[src/rtl/pwm_capture_if.sv]
// rtl/pwm_capture_if.sv - register strobe bus between the host and the PWM capture block
interface pwm_capture_if #(
    parameter int C_S_AXI_DATA_WIDTH = 32,
    parameter int C_S_AXI_ADDR_WIDTH = 12
);
    logic [C_S_AXI_ADDR_WIDTH-1:0]   S_AXI_AWADDR;
    logic [C_S_AXI_DATA_WIDTH-1:0]   S_AXI_WDATA;
    logic [C_S_AXI_DATA_WIDTH/8-1:0] S_AXI_WSTRB;
    logic [C_S_AXI_ADDR_WIDTH-1:0]   S_AXI_ARADDR;
    logic                            cap_reg_wren;
    logic                            cap_reg_rden;
    logic [C_S_AXI_DATA_WIDTH-1:0]   cap_reg_data;

    modport master (
        output S_AXI_AWADDR, S_AXI_WDATA, S_AXI_WSTRB, S_AXI_ARADDR, cap_reg_wren, cap_reg_rden,
        input  cap_reg_data
    );

    modport slave (
        input  S_AXI_AWADDR, S_AXI_WDATA, S_AXI_WSTRB, S_AXI_ARADDR, cap_reg_wren, cap_reg_rden,
        output cap_reg_data
    );
endinterface

[src/rtl/pwm_capture.sv]
// rtl/pwm_capture.sv - PWM input decoder measuring period and high time in clock cycles
module pwm_capture #(
    parameter int C_S_AXI_DATA_WIDTH = 32,
    parameter int C_S_AXI_ADDR_WIDTH = 12
) (
    input  logic         S_AXI_ACLK,
    input  logic         S_AXI_ARESET,
    input  logic         pwm_in,
    pwm_capture_if.slave bus,
    output logic         irq
);
    localparam int DW = C_S_AXI_DATA_WIDTH;
    localparam int AW = C_S_AXI_ADDR_WIDTH;
    localparam int NB = DW / 8;
    localparam logic [DW-1:0] TIMEOUT_RST = DW'(32'h05F5E100);

    typedef enum logic [1:0] {IDLE, ARM, MEAS} state_t;

    state_t        state;
    logic [2:0]    ctrl;
    logic [DW-1:0] timeout;
    logic [DW-1:0] period;
    logic [DW-1:0] high_time;
    logic [2:0]    status;
    logic [DW-1:0] cnt;
    logic [DW-1:0] hi;
    logic [DW-1:0] hi_lat;
    logic          sync1;
    logic          sync2;
    logic          lvl_d;

    logic          lvl;
    logic          rise;
    logic          fall;
    logic          enable;
    logic          cap_evt;
    logic          tmo_evt;
    logic [5:0]    wr_off;
    logic [5:0]    rd_off;
    logic [2:0]    status_set;
    logic [2:0]    status_clr;
    logic [DW-1:0] rd_mux;
    logic          unused_addr_bits;

    function automatic logic [DW-1:0] merge_bytes(input logic [DW-1:0] old_v,
                                                  input logic [DW-1:0] new_v,
                                                  input logic [NB-1:0] strb);
        logic [DW-1:0] r;
        r = old_v;
        for (int i = 0; i < NB; i++) begin
            if (strb[i]) begin
                r[8*i +: 8] = new_v[8*i +: 8];
            end
        end
        return r;
    endfunction

    // Counters stick at all-ones so a very long period never reads back as a short one
    function automatic logic [DW-1:0] sat_inc(input logic [DW-1:0] v);
        return (v == '1) ? v : v + DW'(1);
    endfunction

    always_comb begin
        wr_off     = bus.S_AXI_AWADDR[7:2];
        rd_off     = bus.S_AXI_ARADDR[7:2];
        enable     = ctrl[0];
        lvl        = sync2 ^ ctrl[1];
        rise       = lvl & ~lvl_d;
        fall       = ~lvl & lvl_d;
        cap_evt    = enable && (state == MEAS) && rise;
        tmo_evt    = enable && (state == MEAS) && !rise && (timeout != '0) && (cnt == timeout);
        status_set = {cap_evt & status[0], tmo_evt, cap_evt};
        status_clr = (bus.cap_reg_wren && wr_off == 6'd4 && bus.S_AXI_WSTRB[0])
                     ? bus.S_AXI_WDATA[2:0] : 3'b000;
        unused_addr_bits = ^{bus.S_AXI_AWADDR[AW-1:8], bus.S_AXI_AWADDR[1:0],
                             bus.S_AXI_ARADDR[AW-1:8], bus.S_AXI_ARADDR[1:0]};
        case (rd_off)
            6'd0:    rd_mux = DW'(ctrl);
            6'd1:    rd_mux = timeout;
            6'd2:    rd_mux = period;
            6'd3:    rd_mux = high_time;
            6'd4:    rd_mux = DW'(status);
            default: rd_mux = '0;
        endcase
    end

    always_ff @(posedge S_AXI_ACLK) begin
        if (S_AXI_ARESET) begin
            state            <= IDLE;
            ctrl             <= 3'b000;
            timeout          <= TIMEOUT_RST;
            period           <= '0;
            high_time        <= '0;
            status           <= 3'b000;
            cnt              <= '0;
            hi               <= '0;
            hi_lat           <= '0;
            sync1            <= 1'b0;
            sync2            <= 1'b0;
            lvl_d            <= 1'b0;
            irq              <= 1'b0;
            bus.cap_reg_data <= '0;
        end else begin
            sync1 <= pwm_in;
            sync2 <= sync1;
            lvl_d <= lvl;

            // The read mux sees pre-write register values, so a colliding write is not visible yet
            if (bus.cap_reg_rden) begin
                bus.cap_reg_data <= rd_mux;
            end
            if (bus.cap_reg_wren && wr_off == 6'd0 && bus.S_AXI_WSTRB[0]) begin
                ctrl <= bus.S_AXI_WDATA[2:0];
            end
            if (bus.cap_reg_wren && wr_off == 6'd1) begin
                timeout <= merge_bytes(timeout, bus.S_AXI_WDATA, bus.S_AXI_WSTRB);
            end

            status <= (status & ~status_clr) | status_set;
            irq    <= ctrl[2] & (status[0] | status[1]);

            if (!enable) begin
                state  <= IDLE;
                cnt    <= '0;
                hi     <= '0;
                hi_lat <= '0;
            end else begin
                case (state)
                    IDLE: begin
                        state <= ARM;
                        cnt   <= '0;
                        hi    <= '0;
                    end
                    ARM: begin
                        if (rise) begin
                            state <= MEAS;
                            cnt   <= DW'(1);
                            hi    <= DW'(1);
                        end
                    end
                    MEAS: begin
                        if (rise) begin
                            period    <= cnt;
                            high_time <= hi_lat;
                            cnt       <= DW'(1);
                            hi        <= DW'(1);
                        end else if (tmo_evt) begin
                            state <= ARM;
                            cnt   <= '0;
                            hi    <= '0;
                        end else begin
                            cnt <= sat_inc(cnt);
                            if (lvl) begin
                                hi <= sat_inc(hi);
                            end
                            if (fall) begin
                                hi_lat <= hi;
                            end
                        end
                    end
                    default: state <= IDLE;
                endcase
            end
        end
    end
endmodule
[src/flat_wrapper.sv]
// flat-port wrapper written by rule: the top's interface ports become plain ports
module pwm_capture_flat 
#(
    parameter int C_S_AXI_DATA_WIDTH = 32,
    parameter int C_S_AXI_ADDR_WIDTH = 12
)
  (S_AXI_ACLK, S_AXI_ARESET, pwm_in, irq, bus_S_AXI_AWADDR, bus_S_AXI_WDATA, bus_S_AXI_WSTRB, bus_S_AXI_ARADDR, bus_cap_reg_wren, bus_cap_reg_rden, bus_cap_reg_data);
  pwm_capture_if #(.C_S_AXI_DATA_WIDTH(C_S_AXI_DATA_WIDTH), .C_S_AXI_ADDR_WIDTH(C_S_AXI_ADDR_WIDTH)) bus_i ();
  input  logic S_AXI_ACLK;
  input  logic S_AXI_ARESET;
  input  logic pwm_in;
  output logic irq;
  input wire logic [$bits(bus_i.S_AXI_AWADDR)-1:0] bus_S_AXI_AWADDR;
  input wire logic [$bits(bus_i.S_AXI_WDATA)-1:0] bus_S_AXI_WDATA;
  input wire logic [$bits(bus_i.S_AXI_WSTRB)-1:0] bus_S_AXI_WSTRB;
  input wire logic [$bits(bus_i.S_AXI_ARADDR)-1:0] bus_S_AXI_ARADDR;
  input wire logic [$bits(bus_i.cap_reg_wren)-1:0] bus_cap_reg_wren;
  input wire logic [$bits(bus_i.cap_reg_rden)-1:0] bus_cap_reg_rden;
  output wire logic [$bits(bus_i.cap_reg_data)-1:0] bus_cap_reg_data;
  assign bus_i.S_AXI_AWADDR = bus_S_AXI_AWADDR;
  assign bus_i.S_AXI_WDATA = bus_S_AXI_WDATA;
  assign bus_i.S_AXI_WSTRB = bus_S_AXI_WSTRB;
  assign bus_i.S_AXI_ARADDR = bus_S_AXI_ARADDR;
  assign bus_i.cap_reg_wren = bus_cap_reg_wren;
  assign bus_i.cap_reg_rden = bus_cap_reg_rden;
  assign bus_cap_reg_data = bus_i.cap_reg_data;
  pwm_capture #(.C_S_AXI_DATA_WIDTH(C_S_AXI_DATA_WIDTH), .C_S_AXI_ADDR_WIDTH(C_S_AXI_ADDR_WIDTH)) u_core (.S_AXI_ACLK(S_AXI_ACLK), .S_AXI_ARESET(S_AXI_ARESET), .pwm_in(pwm_in), .bus(bus_i), .irq(irq));
endmodule
[config.mk]
export PLATFORM = sky130hd
export DESIGN_NAME = pwm_capture_flat
export DESIGN_NICKNAME = d
export VERILOG_FILES = /design/src/rtl/pwm_capture_if.sv /design/src/rtl/pwm_capture.sv /design/src/flat_wrapper.sv
export SDC_FILE = /design/constraint.sdc
export NUM_CORES = 1
export LEC_CHECK = 0
export BUFFER_PORTS_ARGS = -buffer_cell sky130_fd_sc_hd__buf_4
export CAP_MARGIN = 30
export CORE_ASPECT_RATIO = 1.4
export CORE_MARGIN = 2
export CORE_UTILIZATION = 64
export CTS_CLUSTER_DIAMETER = 200
export DETAILED_ROUTE_END_ITERATION = 10
export PLACE_DENSITY = 0.85
export SLEW_MARGIN = 0
export SYNTH_ARGS = -nofsm -noshare
export SYNTH_HDL_FRONTEND = slang
export SYNTH_SLANG_ARGS = --single-unit
[constraint.sdc]
create_clock -name S_AXI_ACLK -period 6.28 [get_ports S_AXI_ACLK]
set_clock_uncertainty 0.15 [all_clocks]
set_input_delay 1.884 -clock S_AXI_ACLK [delete_from_list [all_inputs] [get_ports S_AXI_ACLK]]
set_output_delay 1.884 -clock S_AXI_ACLK [all_outputs]
set_load 0.03 [all_outputs]
==> results.toml, run 1 <==
[status]
status = "finished, final reports clean"

[setup_path]
cp_max_fo = 11
cpPeakStageDelay_ps = 900
criticalPathCategory = "flop to flop"
crit_slowest_cell = "a21oi_1"
startpoint_type = "flop"
rrSetupSlack_ps = 2400
crit_required_ps = 6570
worstPathCellList = "ha_1 -> nand3_1 -> nor3_1 -> and4_1 -> o311ai_0 -> a21oi_1 -> o21ai_0 -> o21ai_0"
crit_path_frequent_cell = "o21ai_0"
cp.arrival_ps = 4170
worstSetupEndpointType = "flop"

[place]
port_buffers = 85
place_inst = 1530
dp_hpwl_um = 20130
gp_congestion = 0.9406

[synth]
ys_top_cells_by_area = "dfxtp_1 43%, nand2_1 7.9%, a21oi_1 7.0%"
synth_warnings = 0
synth_cell_types = 59
ys_ff_latch = 236
syn-num-nets = 1401
async_flop_share_pct = 0
synth_area_um2 = 10930
ys.flop_type = "dfxtp_1"
syn_area_per_cell_um2 = 8.217
synth_edf_count = 0
synth_top_area_share_pct = 43.23
syn_inst = 1330
synth_seq_area_share_pct = 43.23
synth_top_area_cell = "dfxtp_1"

[cts]
holdBufCountCts = 0
cts_buffers = 22
cts_setup_buffers = 0
clockRootBuffer = "clkbuf_16"
clock_latency_ps = 510
cts.repair.resized = 0
cts_max_path_buffers = 3
clk_pin_slew_ps = 70
cts_tree = "done"
cts.sink_count = 236
htreeDepth = 1

[power_and_ir_drop]
power.leakage_uw = 0.004584
intPower_uw = 2307
vdd_drop_max_mv = 0.1705
powerDensity_nw_per_um2 = 240.4
p_comb_share_pct = 3.0
p_seq_share_pct = 50.7
p_sw_uw = 653.8
pwr-share-clk_pct = 46.3
p_sw_share_pct = 22.08

[sta]
maxSlewHeadroom_pct = 25.61
rsz0062_at_grt = "false"
finalSetupViolCount = 0
hold_viol_final = 0
tightest_slew_ps = 1112
tns_ps = 0
maxSlewViolCount = 0
timing.final.crit_share_pct = 61.83
fin_crit_ps = 3883
fmax_mhz = 257.5

[route]
routed_wl_um = 30120
wl_per_cell_um = 19.19
dr.pass1.iters = 5
vias = 10060
vias_per_cell = 6.410
drc = 0
dr.first_iter.drc_count = 1073
ant_nets = 0

[die]
die-area_um2 = 18150
initial_core_util_pct = 65.26
rows = 56
pin_count = 98
core-area_um2 = 16750
die_h_um = 158.6
die_w_um = 114.4

[finish]
fillers = 1282
drive_above_1_share_pct = 13.90
diodes = 0
final_common_cell = "dfxtp_1"
area_delta_synth_final_pct = 12.72
fin_cells = 1570
multi_input_area_um2 = 5764
finalNetCount = 1423
seqCellArea_um2 = 4725
most-common-layout-cells = "236 x dfxtp_1, 231 x nand2_1, 153 x a21oi_1, 96 x buf_4, 90 x nor2_1"

[global_route]
grt_pass1_vias = 9356
antenna_found_initial = 0
grt_pass1_wl_um = 47480
grt_max_degree = 96
grt_use_total_pct = 32.49
gr-total-overflow = 0

[worst_hold_path]
hp-class = "flop to flop"

[flow_run]
cap_viol_max_count = 0
## final cells by class
| class | count | share of cell area (%) |
|---|---|---|
| Timing Repair Buffer | 100 | 6.439 |
| Inverter | 12 | 0.3656 |
| Clock buffer | 25 | 4.814 |
| Multi-Input combinational cell | 980 | 46.79 |
| Sequential cell | 236 | 38.35 |
| Clock inverter | 14 | 1.178 |
| Tap cell | 203 | 2.062 |
## worst max-delay path, delay by kind of cell (launching register included)
family          cells  cell delay (ps)
simple gates        3             1270
fa+ha+maj           1              300
compound gates      4             1500
flops               1              580
## worst paths after layout
check	from	endpoint	cells after the start
hold reg to reg	u_core.hi_lat[31]$_SDFFE_PP0P_	u_core.high_time[31]$_SDFFE_PP0P_	2
setup / recovery	u_core.cnt[0]$_SDFFE_PP0P_	u_core.cnt[12]$_SDFFE_PP0P_	8
hold / removal	u_core.hi_lat[31]$_SDFFE_PP0P_	u_core.high_time[31]$_SDFFE_PP0P_	2
setup reg to reg	u_core.cnt[0]$_SDFFE_PP0P_	u_core.cnt[12]$_SDFFE_PP0P_	8
## synthesized netlist by cell type, types with 19 or more instances
cell type  number
a22o_1         31
a21oi_1       153
nor3_1         28
dfxtp_1       236
buf_2          19
mux2i_1        39
nand2_1       231
clkbuf_1       71
nor4_1         26
mux2_2         29
and3_1         28
nor2_1         90
nand3_1        59
a31oi_1        19
nor2b_1        35
xor2_1         31
o21ai_0        43
## layer usage
layer / share of wire (%) / global-route usage, %
met1: 39 / 40.82
met3: 7.7 / 4.225
met5: 0 / 0
met4: 3.9 / 14.11
met2: 49 / 55.79
## power groups by stage
stage | sequential, uW | combinational, uW | clock (uW)
2_1_floorplan | 1540 | 44.5 | 0
3_3_place_gp | 1530 | 86.2 | 0
3_5_place_dp | 1540 | 88.8 | 0
4_1_cts | 1500 | 88.8 | 1370
5_1_grt | 1500 | 95.9 | 1430
6_report | 1500 | 90.0 | 1370
## metrics by stage
stage | hold slack [ps] | worst slack [ps] | total power, uW | cell area (um2) | util [%]
after CTS | 295.2 | 2479 | 2961 | 12290 | 73.40
after global routing | 319.0 | 2311 | 3028 | 12320 | 73.57
after global placement | 284.9 | 1964 | 1621 | 11510 | 68.72
final | 291.5 | 2397 | 2961 | 12320 | 73.57
after floorplan | 263.8 | 2555 | 1582 | 10930 | -
after detailed placement | 287.7 | 1960 | 1624 | 11550 | 68.99
## sequential cells by signal, summed over array words and instances, names as in the netlist
name / cells
u_core.bus.cap_reg_data: 32
u_core.cnt: 32
u_core.ctrl: 3
u_core.hi: 32
u_core.hi_lat: 32
u_core.high_time: 32
u_core.irq: 1
u_core.lvl_d: 1
u_core.period: 32
u_core.state: 2
u_core.status: 3
u_core.sync1: 1
u_core.sync2: 1
u_core.timeout: 32
## cell families (layout without fill, tap and decap cells)
logic type | count (synthesis) | after routing | share of synthesized area [%]
muxes | 71 | 71 | 7.178
DFF | 236 | 236 | 43.23
buffers and inverters | 114 | 151 | 4.316
xor gates and xnor gates | 33 | 33 | 2.645
AOI/OAI and AO/OA | 313 | 313 | 17.49
adders and majority gates | 6 | 6 | 0.6869
and+or+nand+nor | 557 | 557 | 24.45
Power figures use the tool's default switching activity.
==> inputs of run 2 (changes only) <==
--- a/config.mk
+++ b/config.mk
@@ -5,14 +5,15 @@
 export SDC_FILE = /design/constraint.sdc
 export NUM_CORES = 1
 export LEC_CHECK = 0
+export ABC_AREA = 1
 export BUFFER_PORTS_ARGS = -buffer_cell sky130_fd_sc_hd__buf_4
 export CAP_MARGIN = 30
 export CORE_ASPECT_RATIO = 1.4
 export CORE_MARGIN = 2
-export CORE_UTILIZATION = 64
+export CORE_UTILIZATION = 55
 export CTS_CLUSTER_DIAMETER = 200
 export DETAILED_ROUTE_END_ITERATION = 10
-export PLACE_DENSITY = 0.85
+export PLACE_DENSITY = 0.77
 export SLEW_MARGIN = 0
 export SYNTH_ARGS = -nofsm -noshare
 export SYNTH_HDL_FRONTEND = slang
==> constraint.sdc (replaced) <==
create_clock -name S_AXI_ACLK -period 3.3 [get_ports S_AXI_ACLK]
set_clock_uncertainty 0.15 [all_clocks]
set_input_delay 0.99 -clock S_AXI_ACLK [delete_from_list [all_inputs] [get_ports S_AXI_ACLK]]
set_output_delay 0.99 -clock S_AXI_ACLK [all_outputs]
set_load 0.03 [all_outputs]
==> run 2 against run 1 <==
Clock power grew 120%. Non-clock buffer count grew 27. Combinational power grew 79%. Final cell count grew 49%. Hold slack lost 25 ps. Global-route usage grew 0.57 points. Critical path type unchanged. Critical path depth grew 3.
==> results.toml, run 2 <==
[sta]
tightest_slew_ps = 709.2
maxSlewViolCount = 0
fin_crit_ps = 2959
fin_ws_ps = 340.9
hold_viol_final = 0
fmax_mhz = 337.9
finalSetupViolCount = 0
fin_hold_ws_ps = 266.9
rsz0062_at_grt = "false"
tns_ps = 0
maxSlewHeadroom_pct = 52.36
timing.final.crit_share_pct = 89.67

[place]
post-place-ws_ps = 397.2
port_buffers = 85
dp_hpwl_um = 30020
gp_congestion = 1.029

[synth]
synthSimpleGateAreaFrac_pct = 34.38
synth_top_area_share_pct = 37.92
async_flop_share_pct = 0
synth_most_common_cell = "nand2_1"
synth_top_family_by_area = "simple AND/OR/NAND/NOR gates"
ys_ff_latch = 236
synth_xor_area_share_pct = 2.390
syn_area_per_cell_um2 = 6.356
ys.flop_type = "dfxtp_1"
synth_fa_ha_area_share_pct = 0.6026
syn-num-nets = 2031
synth_seq_area_share_pct = 37.92
synth_compound_area_share_pct = 15.01
syn_inst = 1960
synth_cell_types = 39
synthMuxAreaShare_pct = 0
ys_top_cells_by_count = "592 x nand2_1, 274 x nor2_1, 236 x dfxtp_1"
synth_top_area_cell = "dfxtp_1"
synth_area_um2 = 12460
synth_edf_count = 0
synth_warnings = 0
ys_top_cells_by_area = "dfxtp_1 38%, nand2_1 18%, nor2_1 8.3%"

[power_and_ir_drop]
power_uw = 5980
powerDensity_nw_per_um2 = 418.3
power.leakage_uw = 0.005502
vdd_drop_max_mv = 0.4206

[status]
status = "finished, final reports clean"

[worst_hold_path]
min_delay_path_depth = 2
hp-class = "flop to flop"

[setup_path]
cp.arrival_ps = 3230
r2r_cells = 11
cp_max_fo = 34
startpoint_type = "flop"
crit_required_ps = 3570
worstSetupEndpointType = "flop"
criticalPathCategory = "flop to flop"

[finish]
diodes = 0
fillers = 2134
finalNetCount = 2090
final_common_cell = "nand2_1"
most-common-layout-cells = "592 x nand2_1, 272 x nor2_1, 236 x dfxtp_1, 189 x inv_1, 173 x a21oi_1"
drive_above_1_share_pct = 9.627
area_delta_synth_final_pct = 14.74

[cts]
cts_setup_buffers = 0
cts.repair.resized = 0
clock_latency_ps = 540
cts.sink_count = 236
holdBufCountCts = 0
clk_pin_slew_ps = 60
cts_max_path_buffers = 3
clockRootBuffer = "clkbuf_16"
cts_buffers = 24
cts_tree = "done"
htreeDepth = 1

[global_route]
grt_use_total_pct = 33.06
gr-total-overflow = 0
grt_max_degree = 121
grt_pass1_vias = 11790
grt_pass1_wl_um = 62740
antenna_found_initial = 0

[route]
wl_per_cell_um = 17.36
dr.pass1.iters = 5
ant_nets = 0
vias_per_cell = 5.483
dr.first_iter.drc_count = 954
vias = 12810
routed_wl_um = 40560
drc = 0

[die]
core-area_um2 = 22370
die_w_um = 131.2
initial_core_util_pct = 55.70
die_h_um = 182.1
rows = 65
die-area_um2 = 23890
pin_count = 98

[flow_run]
cap_viol_max_count = 0
==> run 2: cell count changes in the layout (fill, tap and decap cells not counted), sizes merged, moves of 29 or more <==
cell	delta
nand2	+364
nor2	+191
inv	+185
o21ai	+70
mux2i	-39
nand4	+39
nor2b	-35
a22o	-31
mux2	-29
==> run 2: final timing paths <==
kind / startpoint / end / slack [ps]
min reg2reg: u_core.sync1$_SDFF_PP0_ / u_core.sync2$_SDFF_PP0_ / 270
min: u_core.sync1$_SDFF_PP0_ / u_core.sync2$_SDFF_PP0_ / 270
max: u_core.ctrl[1]$_SDFFE_PP0P_ / u_core.hi[0]$_SDFFE_PP0P_ / 340
max reg2reg: u_core.ctrl[1]$_SDFFE_PP0P_ / u_core.hi[0]$_SDFFE_PP0P_ / 340
==> run 2: area by class of cell <==
type,count,area (um2),area share [%]
Multi-Input combinational cell,1424,6546,45.79
Tap cell,301,376.6,2.635
Sequential cell,236,4725,33.05
Inverter,206,773.2,5.409
Timing Repair Buffer,127,1023,7.160
Clock buffer,33,684.4,4.788
Clock inverter,10,166.4,1.164
==> run 2: worst max-delay path, cell delays in order, from the launching register on <==
cell and delay [ps]:
dfxtp_1 370, nand2_1 60, nand2_1 340, nor2_1 180, inv_2 310, nand2_1 100, nor2_1 110, nand3_1 310
nand3_1 270, nand3_4 360, a21oi_1 240, nor2_1 50
==> run 2: metrics by stage <==
step	util [%]	instance area, um2	instances
global route	63.92	14300	2337
detailed placement	59.99	13420	2293
floorplan	-	12460	1960
global placement	59.99	13420	2293
CTS	63.79	14270	2336
finish	63.92	14300	2337
==> run 2: cell families (layout without fill, tap and decap cells) <==
group                      count (synthesis)  count (layout)
AOI/OAI and AO/OA                        345             345
buffers and inverters                    300             376
xor gates and xnor gates                  34              34
and+or+nand+nor                         1039            1039
DFF                                      236             236
adders and majority gates                  6               6
==> run 2: routing by layer <==
layer,routed length [um],vias up,share of wire [%],GRT usage [%]
met5,0,-,0,0
met4,2625,0,6.5,19.26
met3,2251,130,5.5,4.444
met2,20440,409,50,60.67
met1,15250,5865,38,36.50
li1,-,6410,-,-
==> run 2: power by group <==
part / internal (uW) / total (uW) / switching (uW)
clock: 1770 / 2960 / 1200
combinational: 64.3 / 161 / 96.7
sequential: 2850 / 2860 / 4.27
